## config.mk

```make
export PLATFORM = sky130hd
export DESIGN_NAME = io_writeback_arbiter_flat
export DESIGN_NICKNAME = d
export VERILOG_FILES = /design/src/rtl/io_writeback_if.sv /design/src/rtl/io_writeback_arbiter.sv /design/src/flat_wrapper.sv
export SDC_FILE = /design/constraint.sdc
export NUM_CORES = 1
export LEC_CHECK = 0
export ABC_AREA = 1
export CORE_MARGIN = 8
export CORE_UTILIZATION = 30
export DETAILED_ROUTE_END_ITERATION = 8
export GPL_ROUTABILITY_DRIVEN = 0
export PLACE_DENSITY = 0.68
export SLEW_MARGIN = 20
export SYNTH_ARGS = -nofsm -noshare
export SYNTH_HDL_FRONTEND = slang
export SYNTH_SLANG_ARGS = --single-unit
```

## constraint.sdc

```tcl
create_clock -name clk -period 1.2 [get_ports clk]
set_input_delay 0.18 -clock clk [delete_from_list [all_inputs] [get_ports clk]]
set_output_delay 0.18 -clock clk [all_outputs]
set_load 0.005 [all_outputs]
```

## src/rtl/io_writeback_if.sv

```systemverilog
// Writeback channel bundle: device response channels in, one CPU writeback channel out.
// master = arbiter side, slave = device/CPU environment side.
interface io_writeback_if #(
  parameter int DATABITWIDTH = 16,
  parameter int DESTREGBITS  = 4,
  parameter int NUMPORTS     = 2
);
  logic [NUMPORTS-1:0]              Dev_REQ;
  logic [NUMPORTS-1:0]              Dev_ACK;
  logic [NUMPORTS-1:0]              Dev_RegFlag;
  logic [NUMPORTS-1:0]              Dev_MemFlag;
  logic [NUMPORTS*DESTREGBITS-1:0]  Dev_DestReg;
  logic [NUMPORTS*DATABITWIDTH-1:0] Dev_Data;
  logic                             WritebackREQ;
  logic                             WritebackACK;
  logic                             WritebackMemFlag;
  logic [DESTREGBITS-1:0]           WritebackDestReg;
  logic [DATABITWIDTH-1:0]          WritebackData;
  logic                             WritebackTimeout;

  // Handshake: a transfer happens on a rising edge with clk_en=1 where REQ && ACK;
  // the requester keeps its fields stable while REQ && !ACK.
  modport master (
    input  Dev_REQ, Dev_RegFlag, Dev_MemFlag, Dev_DestReg, Dev_Data, WritebackACK,
    output Dev_ACK, WritebackREQ, WritebackMemFlag, WritebackDestReg, WritebackData,
           WritebackTimeout
  );

  modport slave (
    output Dev_REQ, Dev_RegFlag, Dev_MemFlag, Dev_DestReg, Dev_Data, WritebackACK,
    input  Dev_ACK, WritebackREQ, WritebackMemFlag, WritebackDestReg, WritebackData,
           WritebackTimeout
  );
endinterface

```

## src/rtl/io_writeback_arbiter.sv

```systemverilog
// Round-robin arbiter sharing the CPU IO writeback channel among NUMPORTS device channels,
// with one registered output stage. Optional stall timeout: define IOWB_TIMEOUT_EN.
module io_writeback_arbiter #(
  parameter int DATABITWIDTH  = 16,
  parameter int DESTREGBITS   = 4,
  parameter int NUMPORTS      = 2,
  parameter int TIMEOUTCYCLES = 1024
) (
  input  logic            clk,
  input  logic            async_rst_n,
  input  logic            clk_en,
  io_writeback_if.master  wb,
  output logic            o_dbg_state
);
  localparam int PW = (NUMPORTS > 1) ? $clog2(NUMPORTS) : 1;

  typedef enum logic {EMPTY = 1'b0, FULL = 1'b1} state_t;

  state_t                  r_state;
  state_t                  w_state_nxt;
  logic [PW-1:0]           r_ptr;
  logic                    r_memflag;
  logic [DESTREGBITS-1:0]  r_destreg;
  logic [DATABITWIDTH-1:0] r_data;

  logic                    w_can_load;
  logic                    w_accept;
  logic                    w_grant_vld;
  logic [PW-1:0]           w_grant_idx;
  logic [NUMPORTS-1:0]     w_dev_ack;
  logic                    w_sel_reg;
  logic                    w_sel_mem;
  logic [DESTREGBITS-1:0]  w_sel_destreg;
  logic [DATABITWIDTH-1:0] w_sel_data;
  logic                    w_grant;
  logic                    w_load;
  logic                    w_timeout_hit;

  // Dev_ACK is held low during reset as well, so no device sees a phantom acceptance.
  assign w_can_load = async_rst_n && clk_en && ((r_state == EMPTY) || wb.WritebackACK);
  assign w_accept   = clk_en && (r_state == FULL) && wb.WritebackACK;

  // First requesting port at or after the pointer, wrapping around.
  always_comb begin
    logic [PW-1:0] v_idx;
    w_grant_vld = 1'b0;
    w_grant_idx = '0;
    v_idx       = '0;
    for (int k = 0; k < NUMPORTS; k++) begin
      v_idx = PW'((int'(r_ptr) + k) % NUMPORTS);
      if (!w_grant_vld && wb.Dev_REQ[v_idx]) begin
        w_grant_vld = 1'b1;
        w_grant_idx = v_idx;
      end
    end
  end

  always_comb begin
    w_sel_reg     = 1'b0;
    w_sel_mem     = 1'b0;
    w_sel_destreg = '0;
    w_sel_data    = '0;
    for (int i = 0; i < NUMPORTS; i++) begin
      if (w_grant_idx == PW'(i)) begin
        w_sel_reg     = wb.Dev_RegFlag[i];
        w_sel_mem     = wb.Dev_MemFlag[i];
        w_sel_destreg = wb.Dev_DestReg[i*DESTREGBITS +: DESTREGBITS];
        w_sel_data    = wb.Dev_Data[i*DATABITWIDTH +: DATABITWIDTH];
      end
    end
  end

  assign w_grant = w_can_load && w_grant_vld;
  // A response with neither flag is acknowledged but never enters the register.
  assign w_load  = w_grant && (w_sel_reg || w_sel_mem);

  always_comb begin
    w_dev_ack = '0;
    if (w_grant) w_dev_ack[w_grant_idx] = 1'b1;
  end

  always_comb begin
    w_state_nxt = r_state;
    case (r_state)
      EMPTY: if (w_load) w_state_nxt = FULL;
      FULL: begin
        if (w_load)             w_state_nxt = FULL;
        else if (w_accept)      w_state_nxt = EMPTY;
        else if (w_timeout_hit) w_state_nxt = EMPTY;
      end
      default: w_state_nxt = EMPTY;
    endcase
  end

  always_ff @(posedge clk or negedge async_rst_n) begin
    if (!async_rst_n)  r_state <= EMPTY;
    else if (clk_en)   r_state <= w_state_nxt;
  end

  always_ff @(posedge clk or negedge async_rst_n) begin
    if (!async_rst_n) begin
      r_ptr     <= '0;
      r_memflag <= 1'b0;
      r_destreg <= '0;
      r_data    <= '0;
    end else begin
      if (w_grant)
        r_ptr <= (w_grant_idx == PW'(NUMPORTS - 1)) ? '0 : w_grant_idx + 1'b1;
      if (w_load) begin
        r_memflag <= !w_sel_reg;
        r_destreg <= w_sel_destreg;
        r_data    <= w_sel_data;
      end
    end
  end

`ifdef IOWB_TIMEOUT_EN
  localparam int CW = $clog2(TIMEOUTCYCLES + 1);

  logic [CW-1:0] r_to_cnt;
  logic          r_to_flag;

  assign w_timeout_hit = (r_state == FULL) && !wb.WritebackACK &&
                         (r_to_cnt == CW'(TIMEOUTCYCLES - 1));

  always_ff @(posedge clk or negedge async_rst_n) begin
    if (!async_rst_n) begin
      r_to_cnt  <= '0;
      r_to_flag <= 1'b0;
    end else if (clk_en) begin
      if ((r_state == FULL) && !wb.WritebackACK) begin
        if (w_timeout_hit) begin
          r_to_cnt  <= '0;
          r_to_flag <= 1'b1;
        end else begin
          r_to_cnt  <= r_to_cnt + 1'b1;
        end
      end else begin
        r_to_cnt <= '0;
      end
    end
  end

  assign wb.WritebackTimeout = r_to_flag;
`else
  assign w_timeout_hit       = 1'b0;
  assign wb.WritebackTimeout = 1'b0;
`endif

  assign wb.Dev_ACK          = w_dev_ack;
  assign wb.WritebackREQ     = (r_state == FULL);
  assign wb.WritebackMemFlag = r_memflag;
  assign wb.WritebackDestReg = r_destreg;
  assign wb.WritebackData    = r_data;
  assign o_dbg_state         = r_state;
endmodule

```

## src/flat_wrapper.sv

```systemverilog
// flat-port wrapper written by rule: the top's interface ports become plain ports
module io_writeback_arbiter_flat 
#(
  parameter int DATABITWIDTH  = 16,
  parameter int DESTREGBITS   = 4,
  parameter int NUMPORTS      = 2,
  parameter int TIMEOUTCYCLES = 1024
)
  (clk, async_rst_n, clk_en, o_dbg_state, wb_Dev_REQ, wb_Dev_RegFlag, wb_Dev_MemFlag, wb_Dev_DestReg, wb_Dev_Data, wb_WritebackACK, wb_Dev_ACK, wb_WritebackREQ, wb_WritebackMemFlag, wb_WritebackDestReg, wb_WritebackData, wb_WritebackTimeout);
  io_writeback_if #(.DATABITWIDTH(DATABITWIDTH), .DESTREGBITS(DESTREGBITS), .NUMPORTS(NUMPORTS)) wb_i ();
  input  logic clk;
  input  logic async_rst_n;
  input  logic clk_en;
  output logic o_dbg_state;
  input wire logic [$bits(wb_i.Dev_REQ)-1:0] wb_Dev_REQ;
  input wire logic [$bits(wb_i.Dev_RegFlag)-1:0] wb_Dev_RegFlag;
  input wire logic [$bits(wb_i.Dev_MemFlag)-1:0] wb_Dev_MemFlag;
  input wire logic [$bits(wb_i.Dev_DestReg)-1:0] wb_Dev_DestReg;
  input wire logic [$bits(wb_i.Dev_Data)-1:0] wb_Dev_Data;
  input wire logic [$bits(wb_i.WritebackACK)-1:0] wb_WritebackACK;
  output wire logic [$bits(wb_i.Dev_ACK)-1:0] wb_Dev_ACK;
  output wire logic [$bits(wb_i.WritebackREQ)-1:0] wb_WritebackREQ;
  output wire logic [$bits(wb_i.WritebackMemFlag)-1:0] wb_WritebackMemFlag;
  output wire logic [$bits(wb_i.WritebackDestReg)-1:0] wb_WritebackDestReg;
  output wire logic [$bits(wb_i.WritebackData)-1:0] wb_WritebackData;
  output wire logic [$bits(wb_i.WritebackTimeout)-1:0] wb_WritebackTimeout;
  assign wb_i.Dev_REQ = wb_Dev_REQ;
  assign wb_i.Dev_RegFlag = wb_Dev_RegFlag;
  assign wb_i.Dev_MemFlag = wb_Dev_MemFlag;
  assign wb_i.Dev_DestReg = wb_Dev_DestReg;
  assign wb_i.Dev_Data = wb_Dev_Data;
  assign wb_i.WritebackACK = wb_WritebackACK;
  assign wb_Dev_ACK = wb_i.Dev_ACK;
  assign wb_WritebackREQ = wb_i.WritebackREQ;
  assign wb_WritebackMemFlag = wb_i.WritebackMemFlag;
  assign wb_WritebackDestReg = wb_i.WritebackDestReg;
  assign wb_WritebackData = wb_i.WritebackData;
  assign wb_WritebackTimeout = wb_i.WritebackTimeout;
  io_writeback_arbiter #(.DATABITWIDTH(DATABITWIDTH), .DESTREGBITS(DESTREGBITS), .NUMPORTS(NUMPORTS), .TIMEOUTCYCLES(TIMEOUTCYCLES)) u_core (.clk(clk), .async_rst_n(async_rst_n), .clk_en(clk_en), .wb(wb_i), .o_dbg_state(o_dbg_state));
endmodule
```

==> results of run 1 <==
[layout make-up]
cell class                      count  area (um2)  area share [%]
Clock buffer                        3       41.29           1.559
Timing Repair Buffer              113        1081           40.81
Inverter                            8       30.03           1.134
Tap cell                           67       83.83           3.165
Multi-Input combinational cell    151       832.0           31.41
Clock inverter                      1       5.005          0.1889
Sequential cell                    23       575.6           21.73
[flip-flops by register name (all words and copies together) (netlist names)]
register                    flops
u_core.wb.WritebackData        16
u_core.wb.WritebackMemFlag      1
u_core.wb.WritebackDestReg      4
u_core.o_dbg_state              1
u_core.r_ptr                    1
[worst max-delay path: stages (launching register included)]
cell and delay, ns:
dfrtp_1 0.38, inv_2 0.07, nand2_4 0.06, buf_6 0.13
nand3b_1 0.20, nand3_4 0.16, buf_12 0.17, nand3_2 0.05
nand2_1 0.05
[kinds of logic after synthesis]
kind of cell           count (synthesis)
and+or+nand+nor                      146
buffers and inverters                 25
DFF                                   23
AOI/OAI and AO/OA                      2
other                                  1
[per-stage QoR]
step | utilization (%) | power, W | TNS (ns)
finish | 56.08 | 0.003680 | -4.118
detailed placement | 50.07 | 0.003056 | -15.27
floorplan | - | 0.001999 | -0.08812
global route | 56.08 | 0.003969 | -5.945
global placement | 50.07 | 0.003023 | -14.09
CTS | 55.44 | 0.003681 | -3.150
[timing repair]
item	CTS	global route
endpoints found under the hold margin	0	0
setup endpoints to repair	47	27
setup buffers	17	1
pin swaps	9	6
cloned	3	0
gates resized for setup	56	13
[power breakdown]
part           switching, W  internal [W]  total, W
clock network      0.000263      0.000232  0.000495
registers          0.000164       0.00108   0.00124
logic              0.000825       0.00112   0.00194
total               0.00125       0.00243   0.00368
[Yosys cell counts, types with 2 or more instances]
cell	n
nand2_1	71
nand3_1	54
dfrtp_1	23
nand3_2	10
inv_1	8
buf_2	6
buf_6	6
nand2_2	5
buf_4	3
clkbuf_1	2
nor2_1	2
[per-layer routing]
| metal | global-route usage [%] | part of all wire, % |
|---|---|---|
| met1 | 14.69 | 39 |
| met2 | 24.07 | 53 |
| met3 | 3.438 | 6.9 |
| met4 | 5.732 | 1.7 |
| met5 | 0 | 0 |
[worst paths after layout]
check | from | slack (ns) | endpoint | cells past startpoint
setup / recovery | u_core.r_ptr | -0.19 | u_core.wb.WritebackData[15] | 8
min in group clk | wb_WritebackACK | 0.40 | u_core.o_dbg_state | 4
max in group asynchronous | async_rst_n | 0.92 | u_core.wb.WritebackData[8] | 2
hold reg to reg | u_core.wb.WritebackDestReg[0] | 0.50 | u_core.wb.WritebackDestReg[0] | 2
setup reg to reg | u_core.r_ptr | -0.19 | u_core.wb.WritebackData[15] | 8
hold / removal | async_rst_n | 0.02 | u_core.o_dbg_state | 2
==> impl_metrics.yaml, run 1 <==
placement:
  port_buffers: 74
  placed_cells: 341
  dp_hpwl_um: 3589
  detailed_place.area_mm2: 0.002365
  dp_slack_ns: -0.6581
clock_network:
  cts-htree-levels: 1
  cts_tree: "yes"
  cts_sinks: 23
  holdBufCountCts: 0
  insertion_delay_ns: 0.27
  cts_max_path_buffers: 2
  cts-root-buf: "clkbuf_8"
  path_clk_slew_ns: 0.09
  cts_buffers: 3
job:
  cap_viol_max_count: 0
final_layout:
  diodes: 0
  layout-drive-gt1-share_pct: 27.76
  area_delta_synth_final_pct: 80.48
  layout_commonest_cell: "nand2_1"
  n_fill_cell: 448
  layout_common_cells: "nand2_1, nand3_1, clkdlybuf4s50_1, buf_4, dlygate4sd2_1"
  fin_nets: 350
  fin_cells: 366
  finalInstanceArea_mm2: 0.002649
routing:
  drtAntennaViolNets: 0
  route.detailed.drc: 0
  wl_um: 5036
  drtIter0Drc: 79
  wire_per_inst_um: 13.76
  viasPerCell: 4.505
  vias: 1649
  drtPass1Iterations: 4
floorplan:
  die-area_mm2: 0.007387
  start_util_pct: 31.07
  pin_count: 76
  rows: 25
  fp.dieW_um: 85.95
  coreArea_mm2: 0.004723
  die_y_um: 85.95
sta:
  period_share_pct: 115.8
  fmax_mhz: 719.9
  clock_skew_ns: 0.008313
  setup_slack_ns: -0.1890
  fin_crit_ns: 1.389
  setup_viol: 25
  hold_slack_ns: 0.02351
  drv_slew: 0
  finalHoldViolCount: 0
  rsz0062_at_grt: "yes"
synthesis:
  ys_ff_latch: 23
  ys_warn_count: 0
  synth_top_family_by_area: "simple AND/OR/NAND/NOR gates"
  muxShareOfSynthArea_pct: 0
  synthAdderAreaFrac_pct: 0
  synth_top_cell_area_share_pct: 39.22
  synth-simple-area-share_pct: 48.93
  syn_area_per_cell_um2: 7.450
  synth_ff_type: "dfrtp_1"
  synth-seq-area-share_pct: 39.22
  synth-async-reset-ratio_pct: 100.0
  synth-compound-area-share_pct: 0.8525
  yosys.area_share.xor_xnor_pct: 0
  synth-edff-count: 0
  syn_area_mm2: 0.001468
  syn-num-nets: 247
  netlist.top_cell.by_area: "dfrtp_1"
  synth_area_leaders: "dfrtp_1, nand3_1, nand2_1"
  syn_inst: 197
  ys_types: 18
worst_hold_path:
  hold_path.class: "input pin to asynchronous set/reset pin"
status:
  outcome: "complete, but fails checks"
  violations: "negative setup slack"
power:
  peakVddDrop_v: 0.0005853
  power.density_mw_per_mm2: 1389
  p_leak_nw: 1.414
grt:
  grt_max_degree: 24
  overflow: 0
  grt_pass1_wl_um: 8038
  antenna_found_initial: 0
  grt_pass1_vias: 1712
  grtUsageTotal_pct: 13.51
setup_path:
  cp.arrival_ns: 1.55
  critPathKind: "register to register"
  cp-start-kind: "register"
  cp-end-kind: "register"
  cp_max_fo: 7
  crit_required_ns: 1.36
No activity file was read; power rests on OpenSTA's default activity.
==> run 2: changes to the inputs <==
- CORE_ASPECT_RATIO: default -> 0.7
==> impl_metrics.yaml, run 2 (synthesis gave the netlist of run 1 again) <==
floorplan:
  die_y_um: 74.52
  start_util_pct: 30.86
  rows: 21
  coreArea_mm2: 0.004756
  pin_count: 76
  fp.dieW_um: 99.60
  die-area_mm2: 0.007422
clock_network:
  cts-root-buf: "clkbuf_8"
  cts_max_path_buffers: 2
  insertion_delay_ns: 0.26
  cts_tree: "yes"
  cts_sinks: 23
  cts-htree-levels: 1
  holdBufCountCts: 0
  cts_buffers: 3
  path_clk_slew_ns: 0.08
setup_path:
  cp-end-kind: "register"
  cp_slowest_cell: "dfrtp_1"
  critPathKind: "register to register"
  cp.arrival_ns: 1.55
  max_stage_delay_ns: 0.38
  r2r_slack_ns: -0.19
  cp_cell_sequence: "inv_2, nand2_4, buf_8, nand3b_1, buf_4, nand3_4, buf_12, nand3_1, nand2_1"
  crit_required_ns: 1.36
  cp-start-kind: "register"
  r2r_start: "u_core.r_ptr"
  startpoint: "u_core.r_ptr"
  cp_max_fo: 8
status:
  violations: "negative setup slack"
  outcome: "complete, but fails checks"
routing:
  wl_um: 4921
  drtAntennaViolNets: 0
  drtPass1Iterations: 4
  drtIter0Drc: 89
  viasPerCell: 4.373
  route.detailed.drc: 0
  vias: 1605
  wire_per_inst_um: 13.41
final_layout:
  layout_common_cells: "nand2_1, clkdlybuf4s50_1, nand3_1, buf_4, dlygate4sd2_1"
  utilization_pct: 56.25
  layout_commonest_cell: "nand2_1"
  fin_nets: 349
  layout-drive-gt1-share_pct: 28.19
  diodes: 0
  area_delta_synth_final_pct: 82.27
  largest_register_ffs: 16
sta:
  finalHoldViolCount: 0
  fmax_mhz: 718.4
  rsz0062_at_grt: "yes"
  drv_slew: 0
  setup_viol: 24
  fin_crit_ns: 1.392
  clock_skew_ns: 0.002086
  setup_tns_ns: -3.995
  period_share_pct: 116.0
  hold_slack_ns: 0.08242
  setup_slack_ns: -0.1920
power:
  power.density_mw_per_mm2: 1375
  p_sw_share_pct: 33.24
  comb_power_share_pct: 53.4
  peakVddDrop_v: 0.0005040
  clock_power_share_pct: 13.1
  switchingPower_w: 0.001223
  p_leak_nw: 1.427
  seqPwrFrac_pct: 33.5
  internal_power_w: 0.002456
grt:
  grt_pass1_vias: 1583
  grt_max_degree: 24
  antenna_found_initial: 0
  grtUsageTotal_pct: 13.18
  grt_pass1_wl_um: 7783
  overflow: 0
job:
  cap_viol_max_count: 0
placement:
  dp_hpwl_um: 3648
  port_buffers: 74
  dp_slack_ns: -0.6060
worst_hold_path:
  hold_path.class: "input pin to asynchronous set/reset pin"
run 2: cell count changes in the layout (fill, tap and decap cells not counted), moves of 2 or more:
cell	change
nand2_2	-2
buf_8	+3
nand2_1	+4
nand3_2	+8
buf_4	-2
nand2_4	-4
nand3_1	-8
run 2: worst max-delay path: cells and delay by family, from the launching register on:
family | cells | cell delay [ns]
buffers and inverters | 4 | 0.52
AND/OR/NAND/NOR | 5 | 0.39
flip-flops | 1 | 0.38
run 2: cell type report:
| type | instances | area, um2 |
|---|---|---|
| clock buffer | 4 | 45.04 |
| fill | 477 | 2081 |
| inverter | 8 | 30.03 |
| multi-input combinational | 149 | 834.6 |
| sequential | 23 | 575.6 |
| tap | 69 | 86.33 |
| timing repair buffer | 114 | 1104 |
run 2: per-stage QoR:
step | power (W) | std cells | instance area, um2
after floorplan | 0.001999 | 197 | 1480
after global placement | 0.003015 | 342 | 2372
after detailed placement | 0.003053 | 342 | 2372
after CTS | 0.003683 | 367 | 2619
after global routing | 0.003970 | 367 | 2675
final | 0.003679 | 367 | 2675
run 2: power groups by stage:
stage	sequential [W]	combinational, W	clock (W)
detailed placement	0.00128	0.00177	0
finish	0.00123	0.00196	0.000483
global route	0.00127	0.00217	0.000536
global placement	0.00127	0.00174	0
floorplan	0.00131	0.000691	0
CTS	0.00123	0.00196	0.000495
run 2: worst paths after layout:
kind                                                       to  cells after the start
worst max-delay path               u_core.wb.WritebackData[1]                      9
worst min-delay path               u_core.wb.WritebackData[5]                      2
worst max register to register     u_core.wb.WritebackData[1]                      9
worst min register to register  u_core.wb.WritebackDestReg[0]                      2
max in group asynchronous          u_core.wb.WritebackData[9]                      2
min in group clk                           u_core.o_dbg_state                      4
run 2: what timing repair did:
item	CTS	global route
pin swaps	8	4
resized for setup	54	19
endpoints found under the setup margin	48	28
buffers inserted	18	0
cloned	3	0
run 2: metal layers:
layer / wire length, um / GRT usage, %
met1: 2271 / 17.09
met2: 2400 / 22.26
met3: 213 / 2.804
met4: 36 / 2.504
met5: 0 / 0
==> run 3: changes to the inputs <==
- CORE_UTILIZATION: 30 -> 36
- PLACE_DENSITY: 0.68 -> 0.79
==> impl_metrics.yaml, run 3 (synthesis gave the netlist of run 1 again) <==
clock_network:
  cts_buffers: 3
  insertion_delay_ns: 0.27
  holdBufCountCts: 0
  path_clk_slew_ns: 0.09
  cts-htree-levels: 1
  cts-root-buf: "clkbuf_8"
  cts_tree: "yes"
  cts_max_path_buffers: 2
  cts_sinks: 23
final_layout:
  layout_common_cells: "nand2_1, clkdlybuf4s50_1, nand3_1, nand3_2, buf_4"
  layout_commonest_cell: "nand2_1"
  fin_nets: 349
  largest_register_ffs: 16
  utilization_pct: 69.67
  finalInstanceArea_mm2: 0.002733
  layout-drive-gt1-share_pct: 30.54
  diodes: 0
  area_delta_synth_final_pct: 86.19
grt:
  overflow: 0
  antenna_found_initial: 0
  grt_pass1_vias: 1648
  grt_max_degree: 24
  grtUsageTotal_pct: 16.68
  grt_pass1_wl_um: 8680
floorplan:
  rows: 19
  fp.dieW_um: 92.32
  die_y_um: 69.42
  coreArea_mm2: 0.003923
  die-area_mm2: 0.006409
  pin_count: 76
  start_util_pct: 37.42
sta:
  setup_tns_ns: -3.784
  finalHoldViolCount: 0
  fmax_mhz: 727.4
  drv_slew: 0
  clock_skew_ns: 0.003068
  fin_crit_ns: 1.375
  setup_viol: 25
  hold_slack_ns: 0.09414
  setup_slack_ns: -0.1748
  rsz0062_at_grt: "yes"
  period_share_pct: 114.6
routing:
  routed.top_layer: "met4"
  viasPerCell: 4.926
  met3WireLength_um: 333
  wl_um: 5567
  route.detailed.drc: 0
  wl_met1_um: 2365
  vias: 1724
  drtIter0Drc: 67
  wl_met2_um: 2821
  drtAntennaViolNets: 0
  wire_per_inst_um: 15.91
  drtPass1Iterations: 4
placement:
  dp_hpwl_um: 3693
  port_buffers: 74
  detailed_place.area_mm2: 0.002346
status:
  violations: "negative setup slack"
  outcome: "complete, but fails checks"
power:
  p_leak_nw: 1.441
  p_total_w: 0.003806
  power.density_mw_per_mm2: 1393
  peakVddDrop_v: 0.0006864
setup_path:
  cp.arrival_ns: 1.55
  max_stage_delay_ns: 0.38
  critPathBufInv: 3
  cp-end-kind: "register"
  cp_max_fo: 6
  cp_cell_sequence: "inv_2, nand2_4, nand2_4, buf_6, nand2_4, nand2_4, nand2_8, buf_6, nand3_2, nand2_1"
  critPathKind: "register to register"
  crit_required_ns: 1.37
  cp-start-kind: "register"
  cp_slowest_cell: "dfrtp_1"
  critPathTopFamily: "simple AND/OR/NAND/NOR gates"
  crit_top_cell: "nand2_4"
worst_hold_path:
  hold_path.class: "input pin to asynchronous set/reset pin"
job:
  cap_viol_max_count: 0
[run 3: final timing paths]
kind | startpoint | to | slack, ns | depth (start not counted)
max in group asynchronous | async_rst_n | u_core.wb.WritebackData[3] | 0.86 | 2
worst min register to register | u_core.wb.WritebackData[15] | u_core.wb.WritebackData[15] | 0.51 | 2
worst max register to register | u_core.r_ptr | u_core.wb.WritebackData[10] | -0.17 | 10
worst min-delay path | async_rst_n | u_core.wb.WritebackData[0] | 0.09 | 2
min in group clk | clk_en | u_core.o_dbg_state | 0.40 | 4
worst max-delay path | u_core.r_ptr | u_core.wb.WritebackData[10] | -0.17 | 10
[run 3: layout make-up]
type / instances / area [um2]
clock buffer: 3 / 41.29
sequential: 23 / 575.6
clock inverter: 1 / 5.005
tap: 52 / 65.06
inverter: 8 / 30.03
timing repair buffer: 111 / 1066
multi-input combinational: 152 / 949.7
fill: 340 / 1190
[run 3: metrics by stage]
step           setup WS (ns)  instances
2_1_floorplan      -0.005631        197
3_3_place_gp         -0.5965        326
3_5_place_dp         -0.6074        326
4_1_cts              -0.1516        345
5_1_grt              -0.2545        350
6_report             -0.1748        350
[run 3: repair_timing]
| action | CTS | global route |
|---|---|---|
| resized for setup | 75 | 13 |
| setup buffers | 12 | 6 |
| endpoints found under the hold margin | 0 | 0 |
| setup endpoints to repair | 48 | 27 |
| pin swaps | 30 | 13 |
| gates cloned | 3 | 1 |
[run 3: power by group]
part	internal [W]	leakage [nW]	total, W	switching (W)
Combinational	0.00112	1.12	0.00204	0.000928
Sequential	0.00108	0.292	0.00125	0.000177
Clock	0.000233	0.0255	0.000508	0.000275
[run 3: layer usage]
metal	global-route usage, %	vias up
li1	-	850
met5	0	-
met4	3.737	0
met1	20.18	819
met2	29.11	50
met3	3.784	5
